### config.mk
export PLATFORM = sky130hd
export DESIGN_NAME = ps2_key_tracker
export DESIGN_NICKNAME = d
export VERILOG_FILES = /design/src/rtl/ps2_pkg.sv /design/src/rtl/ps2_seq_timer.sv /design/src/rtl/ps2_key_tracker.sv
export SDC_FILE = /design/constraint.sdc
export NUM_CORES = 1
export LEC_CHECK = 0
export ABC_AREA = 1
export CORE_MARGIN = 3
export CORE_UTILIZATION = 38
export DETAILED_ROUTE_END_ITERATION = 7
export PLACE_DENSITY = 0.66
export REMOVE_ABC_BUFFERS = 1
export SYNTH_ARGS = -nofsm -noshare
export SYNTH_HDL_FRONTEND = slang
export SYNTH_SLANG_ARGS = --single-unit
### constraint.sdc
create_clock -name clk -period 2.54 [get_ports clk]
set_clock_uncertainty 0.1 [all_clocks]
set_input_delay 0.508 -clock clk [delete_from_list [all_inputs] [get_ports clk]]
set_output_delay 0.508 -clock clk [all_outputs]
set_load 0.01 [all_outputs]
### src/rtl/ps2_pkg.sv
// rtl/ps2_pkg.sv - shared PS/2 scan-code set 2 constants, FSM state and key-code types
package ps2_pkg;

  localparam logic [7:0] PS2_EXT         = 8'hE0;
  localparam logic [7:0] PS2_BRK         = 8'hF0;
  localparam logic [7:0] PS2_BAT         = 8'hAA;
  localparam logic [7:0] PS2_PAUSE       = 8'hE1;
  localparam logic [7:0] PS2_FAKE_LSHIFT = 8'h12;
  localparam logic [7:0] PS2_FAKE_PRTSC  = 8'h59;
  localparam logic [7:0] PS2_ERR_00      = 8'h00;
  localparam logic [7:0] PS2_ERR_FF      = 8'hFF;
  localparam logic [7:0] PS2_ERR_FC      = 8'hFC;

  typedef logic [1:0] ps2_state_t;
  localparam ps2_state_t ST_IDLE    = 2'd0;
  localparam ps2_state_t ST_EXT     = 2'd1;
  localparam ps2_state_t ST_BRK     = 2'd2;
  localparam ps2_state_t ST_EXT_BRK = 2'd3;

  // {extended, scan byte}; also consumed by the key-mapping stage
  typedef logic [8:0] key_code_t;

  function automatic logic is_fake_shift(input logic [7:0] b);
    return (b == PS2_FAKE_LSHIFT) || (b == PS2_FAKE_PRTSC);
  endfunction

  function automatic logic is_prefix(input logic [7:0] b);
    return (b == PS2_EXT) || (b == PS2_BRK);
  endfunction

endpackage

### src/rtl/ps2_seq_timer.sv
// rtl/ps2_seq_timer.sv - reloadable inter-byte timeout counter with one-cycle expire
module ps2_seq_timer #(
  parameter int TIMEOUT_CYCLES = 2_000_000
) (
  input  logic clk,
  input  logic rst,
  input  logic run,
  input  logic reload,
  output logic expire
);

  localparam int CW = $clog2(TIMEOUT_CYCLES + 1);
  localparam logic [CW-1:0] LAST = CW'(TIMEOUT_CYCLES - 1);

  logic [CW-1:0] cnt;

  assign expire = run && (cnt == LAST);

  always_ff @(posedge clk) begin
    if (rst || !run || reload || expire) begin
      cnt <= '0;
    end else begin
      cnt <= cnt + CW'(1);
    end
  end

endmodule

### src/rtl/ps2_key_tracker.sv
// rtl/ps2_key_tracker.sv - scan-code set 2 make/break decoder and 512-bit key_down tracker
module ps2_key_tracker
  import ps2_pkg::*;
#(
  parameter int TIMEOUT_CYCLES = 2_000_000,
  parameter bit REPEAT_PULSE   = 1'b1
) (
  input  logic         clk,
  input  logic         rst,
  input  logic [7:0]   rx_data,
  input  logic         rx_valid,
  output logic [511:0] key_down,
  output logic [8:0]   last_change,
  output logic         been_ready,
  output logic         key_release,
  output logic         seq_error
);

  ps2_state_t state;
  ps2_state_t cur_state;
  ps2_state_t next_state;
  logic       expire;
  logic       ev;
  logic       ev_brk;
  key_code_t  ev_code;
  logic       clr_all;
  logic       err;

  ps2_seq_timer #(
    .TIMEOUT_CYCLES(TIMEOUT_CYCLES)
  ) u_timer (
    .clk    (clk),
    .rst    (rst),
    .run    (state != ST_IDLE),
    .reload (rx_valid),
    .expire (expire)
  );

  // A timeout in the same cycle as a byte wins: the byte is decoded from IDLE.
  assign cur_state = expire ? ST_IDLE : state;

  always_comb begin
    next_state = cur_state;
    ev         = 1'b0;
    ev_brk     = 1'b0;
    ev_code    = {1'b0, rx_data};
    clr_all    = 1'b0;
    err        = expire;
    if (rx_valid) begin
      case (cur_state)
        ST_IDLE: begin
          case (rx_data)
            PS2_EXT:   next_state = ST_EXT;
            PS2_BRK:   next_state = ST_BRK;
            PS2_BAT:   clr_all = 1'b1;
            PS2_PAUSE: ;
            PS2_ERR_00, PS2_ERR_FF, PS2_ERR_FC: begin
              clr_all = 1'b1;
              err     = 1'b1;
            end
            default:   ev = 1'b1;
          endcase
        end
        ST_EXT: begin
          if (rx_data == PS2_BRK) begin
            next_state = ST_EXT_BRK;
          end else begin
            next_state = ST_IDLE;
            ev         = !is_fake_shift(rx_data);
            ev_code    = {1'b1, rx_data};
          end
        end
        ST_BRK, ST_EXT_BRK: begin
          next_state = ST_IDLE;
          ev_code    = {cur_state == ST_EXT_BRK, rx_data};
          if (is_prefix(rx_data)) begin
            err = 1'b1;
          end else if (!(cur_state == ST_EXT_BRK && is_fake_shift(rx_data))) begin
            ev     = 1'b1;
            ev_brk = 1'b1;
          end
        end
        default: next_state = ST_IDLE;
      endcase
    end
  end

  always_ff @(posedge clk) begin
    if (rst) begin
      state       <= ST_IDLE;
      key_down    <= '0;
      last_change <= '0;
      been_ready  <= 1'b0;
      key_release <= 1'b0;
      seq_error   <= 1'b0;
    end else begin
      state      <= next_state;
      seq_error  <= err;
      been_ready <= 1'b0;
      if (clr_all) begin
        key_down <= '0;
      end
      if (ev) begin
        last_change       <= ev_code;
        key_release       <= ev_brk;
        key_down[ev_code] <= !ev_brk;
        been_ready        <= ev_brk || !key_down[ev_code] || REPEAT_PULSE;
      end
    end
  end

endmodule

==> run_results.csv <==
group,metric,value,unit
run_status,outcome,"completed",
timing,final-hold-violation-count,0,
worst_setup_path,crit_path_start_kind,"register",
route,drt.antenna.violating_nets,0,
flow_run,maxCapViolations,0,
synthesis,synthMuxAreaShare,0,%
global_route,track_usage,25.0,%
route,dr.pass1.iters,6,
cells_and_area,most-common-layout-cells,"831 x nand2_1, 721 x nand3_1, 537 x dfxtp_1",
die,initial_core_util,38.7,%
timing,fin_crit,2.46,ns
synthesis,synth.largest_area_cell,"dfxtp_1",
synthesis,avgSynthCellArea,6.70,um2
timing,setup_viol,0,
die,die_h,263,um
timing,fin_tns_setup,0,ns
timing,drv_slew,0,
worst_setup_path,critPathArrivalTime,2.88,ns
power,peakVddDrop,0.506,mV
die,dieArea,69200,um2
cells_and_area,syn_to_final_growth,41.5,%
power,leakage,0.0142,uW
die,io_pins,535,
synthesis,synth_flop_cell,"dfxtp_1",
placed_design,dp_slack,-0.435,ns
synthesis,synth_top_cell_area_share,43.6,%
clocking,clock_sinks,547,
clocking,cts_tree,"done",
synthesis,synth_top_family_by_area,"simple AND/OR/NAND/NOR gates",
global_route,antenna_found_initial,7,
worst_setup_path,worst-path-buf-inv,7,
synthesis,syn_inst,3752,
synthesis,synth_edf_count,0,
synthesis,synth-compound-area-share,11.8,%
route,drt_iter0_markers,2445,
timing,tightestPinTransition,0.771,ns
clocking,clk_latency,0.64,ns
worst_setup_path,critical-path-top-delay-family,"buffers and inverters",
die,coreArea,64900,um2
synthesis,ys_warn_count,0,
worst_setup_path,cpMostUsedCell,"buf_12",
synthesis,yosysSeqAreaShare,43.6,%
synthesis,ys_ff_latch,547,
placed_design,dp.cells,5006,
cells_and_area,final_common_cell,"nand2_1",
worst_setup_path,max_stage_delay,0.37,ns
timing,fmax,407,MHz
timing,worst_slack,0.0806,ns
die,die_w,263,um
worst_setup_path,cp_max_fo,15,
clocking,clockBufferDepth,3,
route,num_vias,26300,
route,drt_wl_total,93500,um
clocking,root_buffer,"clkbuf_16",
cells_and_area,layoutNonFillerInstCount,5144,
worst_setup_path,critPathCaptureType,"register",
timing,relSlewSlack,48.6,%
global_route,first_global_vias,23200,
cells_and_area,fin_nets,4244,
placed_design,place_hpwl,60000,um
power,power-per-cell-area,535,nW/um2
synthesis,synthAdderAreaFrac,0.0498,%
placed_design,gp_congestion,0.857,
worst_setup_path,path_cells,"inv_1 -> nand2_2 -> nand2_1 -> nor2_2 -> nand3_4 -> buf_4 -> buf_4 -> nand4_1 -> nand3_1 -> nand2_2 -> buf_12 -> buf_12 -> nor2_4 -> buf_12 -> clkbuf_16 -> a21oi_1 -> nor2_1",
route,route.detailed.drc,0,
synthesis,synth-simple-area-share,33.3,%
route,wl_per_cell,18.2,um
min_path,hold_class,"input port to register",
clocking,htreeDepth,2,
timing,holdWs,0.141,ns
worst_setup_path,cp.required,2.96,ns
global_route,grt_max_degree,153,
placed_design,io_buffers,534,
cells_and_area,drive_above_1_share,10.8,%
synthesis,synth_area_leaders,"dfxtp_1 44%, nand3_1 14%, nand2_1 13%",
die,placementRows,93,
worst_setup_path,critical_path_class,"register to register",
synthesis,synth_cell_types,30,
synthesis,async_flop_share,0,%
clocking,cts_made_buffers,60,
timing,fin_crit_sh,96.8,%
global_route,grt_pass1_wl,139000,um
synthesis,synth-xor-area-share,0.139,%
global_route,grt-ovfl-total,0,
route,vias_per_cell,5.11,
worst_setup_path,cp_slowest_cell,"dfxtp_2",
synthesis,netlist_area,25100,um2
clocking,cts.clk_slew.worst_paths,0.07,ns
==> layer usage <==
layer / GRT usage (%) / wire length (um)
met5: 0 / 31
met4: 6.82 / 2550
met3: 7.65 / 9170
met2: 39.7 / 42200
met1: 32.9 / 39600
==> worst register-to-register path, cell delays in order (launching register included) <==
cell	delay, ns
dfxtp_2	0.37
inv_1	0.06
nand2_2	0.08
nand2_1	0.06
nor2_2	0.14
nand3_4	0.11
buf_4	0.15
buf_4	0.13
nand4_1	0.07
nand3_1	0.09
nand2_2	0.13
buf_12	0.14
buf_12	0.14
nor2_4	0.05
buf_12	0.14
clkbuf_16	0.19
a21oi_1	0.14
nor2_1	0.06
==> worst paths after layout <==
path	from	to	slack, ns	cells past startpoint
worst max-delay path	state[0]	key_down[234]	0.08	17
worst min-delay path	rst	key_down[417]	0.14	2
worst max register to register	state[0]	key_down[234]	0.08	17
worst min register to register	key_down[224]	key_down[224]	0.34	2
==> cell usage after synthesis (2+ instances only) <==
cell type	n
a211oi_1	2
a21oi_1	529
buf_1	25
buf_2	196
buf_4	4
buf_6	2
clkbuf_1	136
dfxtp_1	547
inv_1	305
inv_2	9
nand2_1	840
nand2_2	2
nand3_1	723
nand3b_1	7
nand4_1	3
nor2_1	343
nor2_2	7
nor2_4	10
nor3_1	5
o211ai_1	11
o21a_1	2
o21ai_0	33
o21ai_1	2
xor2_1	3
==> area by class of cell <==
cell class                      count  area, um2
Clock buffer                       89       1810
Antenna cell                        5       12.5
Multi-Input combinational cell   2528      11700
Sequential cell                   547      11000
Inverter                          314       1190
Timing Repair Buffer              781       8480
Clock inverter                     25        325
Fill cell                        6185      29400
Tap cell                          855       1070
==> per-stage QoR <==
step | util [%] | instance area, um2 | power [uW]
after CTS | 54.0 | 35100 | 19200
final | 54.7 | 35500 | 19000
after floorplan | - | 23500 | 9290
after detailed placement | 50.8 | 33000 | 9790
after global routing | 54.7 | 35500 | 19600
after global placement | 50.8 | 33000 | 9790
==> registers in the layout, indices dropped and copies added (netlist names) <==
register and flops:
seq_error 1, state 2, key_release 1, key_down 512
u_timer.cnt 21, been_ready 1, last_change 9
==> what timing repair did <==
item | 4_1_cts | 5_1_grt
hold buffers | 0 | 0
endpoints found under the setup margin | 1 | 495
gates resized for setup | 1 | 45
gates cloned | 0 | 7
pin swaps | 0 | 8
hold endpoints to repair | 0 | 0
setup buffers | 0 | 12
==> report_power, final <==
part | switching [uW] | internal [uW] | leakage (uW)
Sequential | 13.7 | 8600 | 0.00441
Clock | 3820 | 5550 | 0.00106
Combinational | 691 | 338 | 0.00876
Total | 4530 | 14500 | 0.0142
==> cells by family after synthesis <==
logic type / after synthesis
flip-flops: 547
AND/OR/NAND/NOR: 1942
buffers and inverters: 677
XOR/XNOR: 4
AO/OA/AOI/OAI: 581
adder cells (fa/ha/maj): 1
Power figures use the tool's default switching activity.
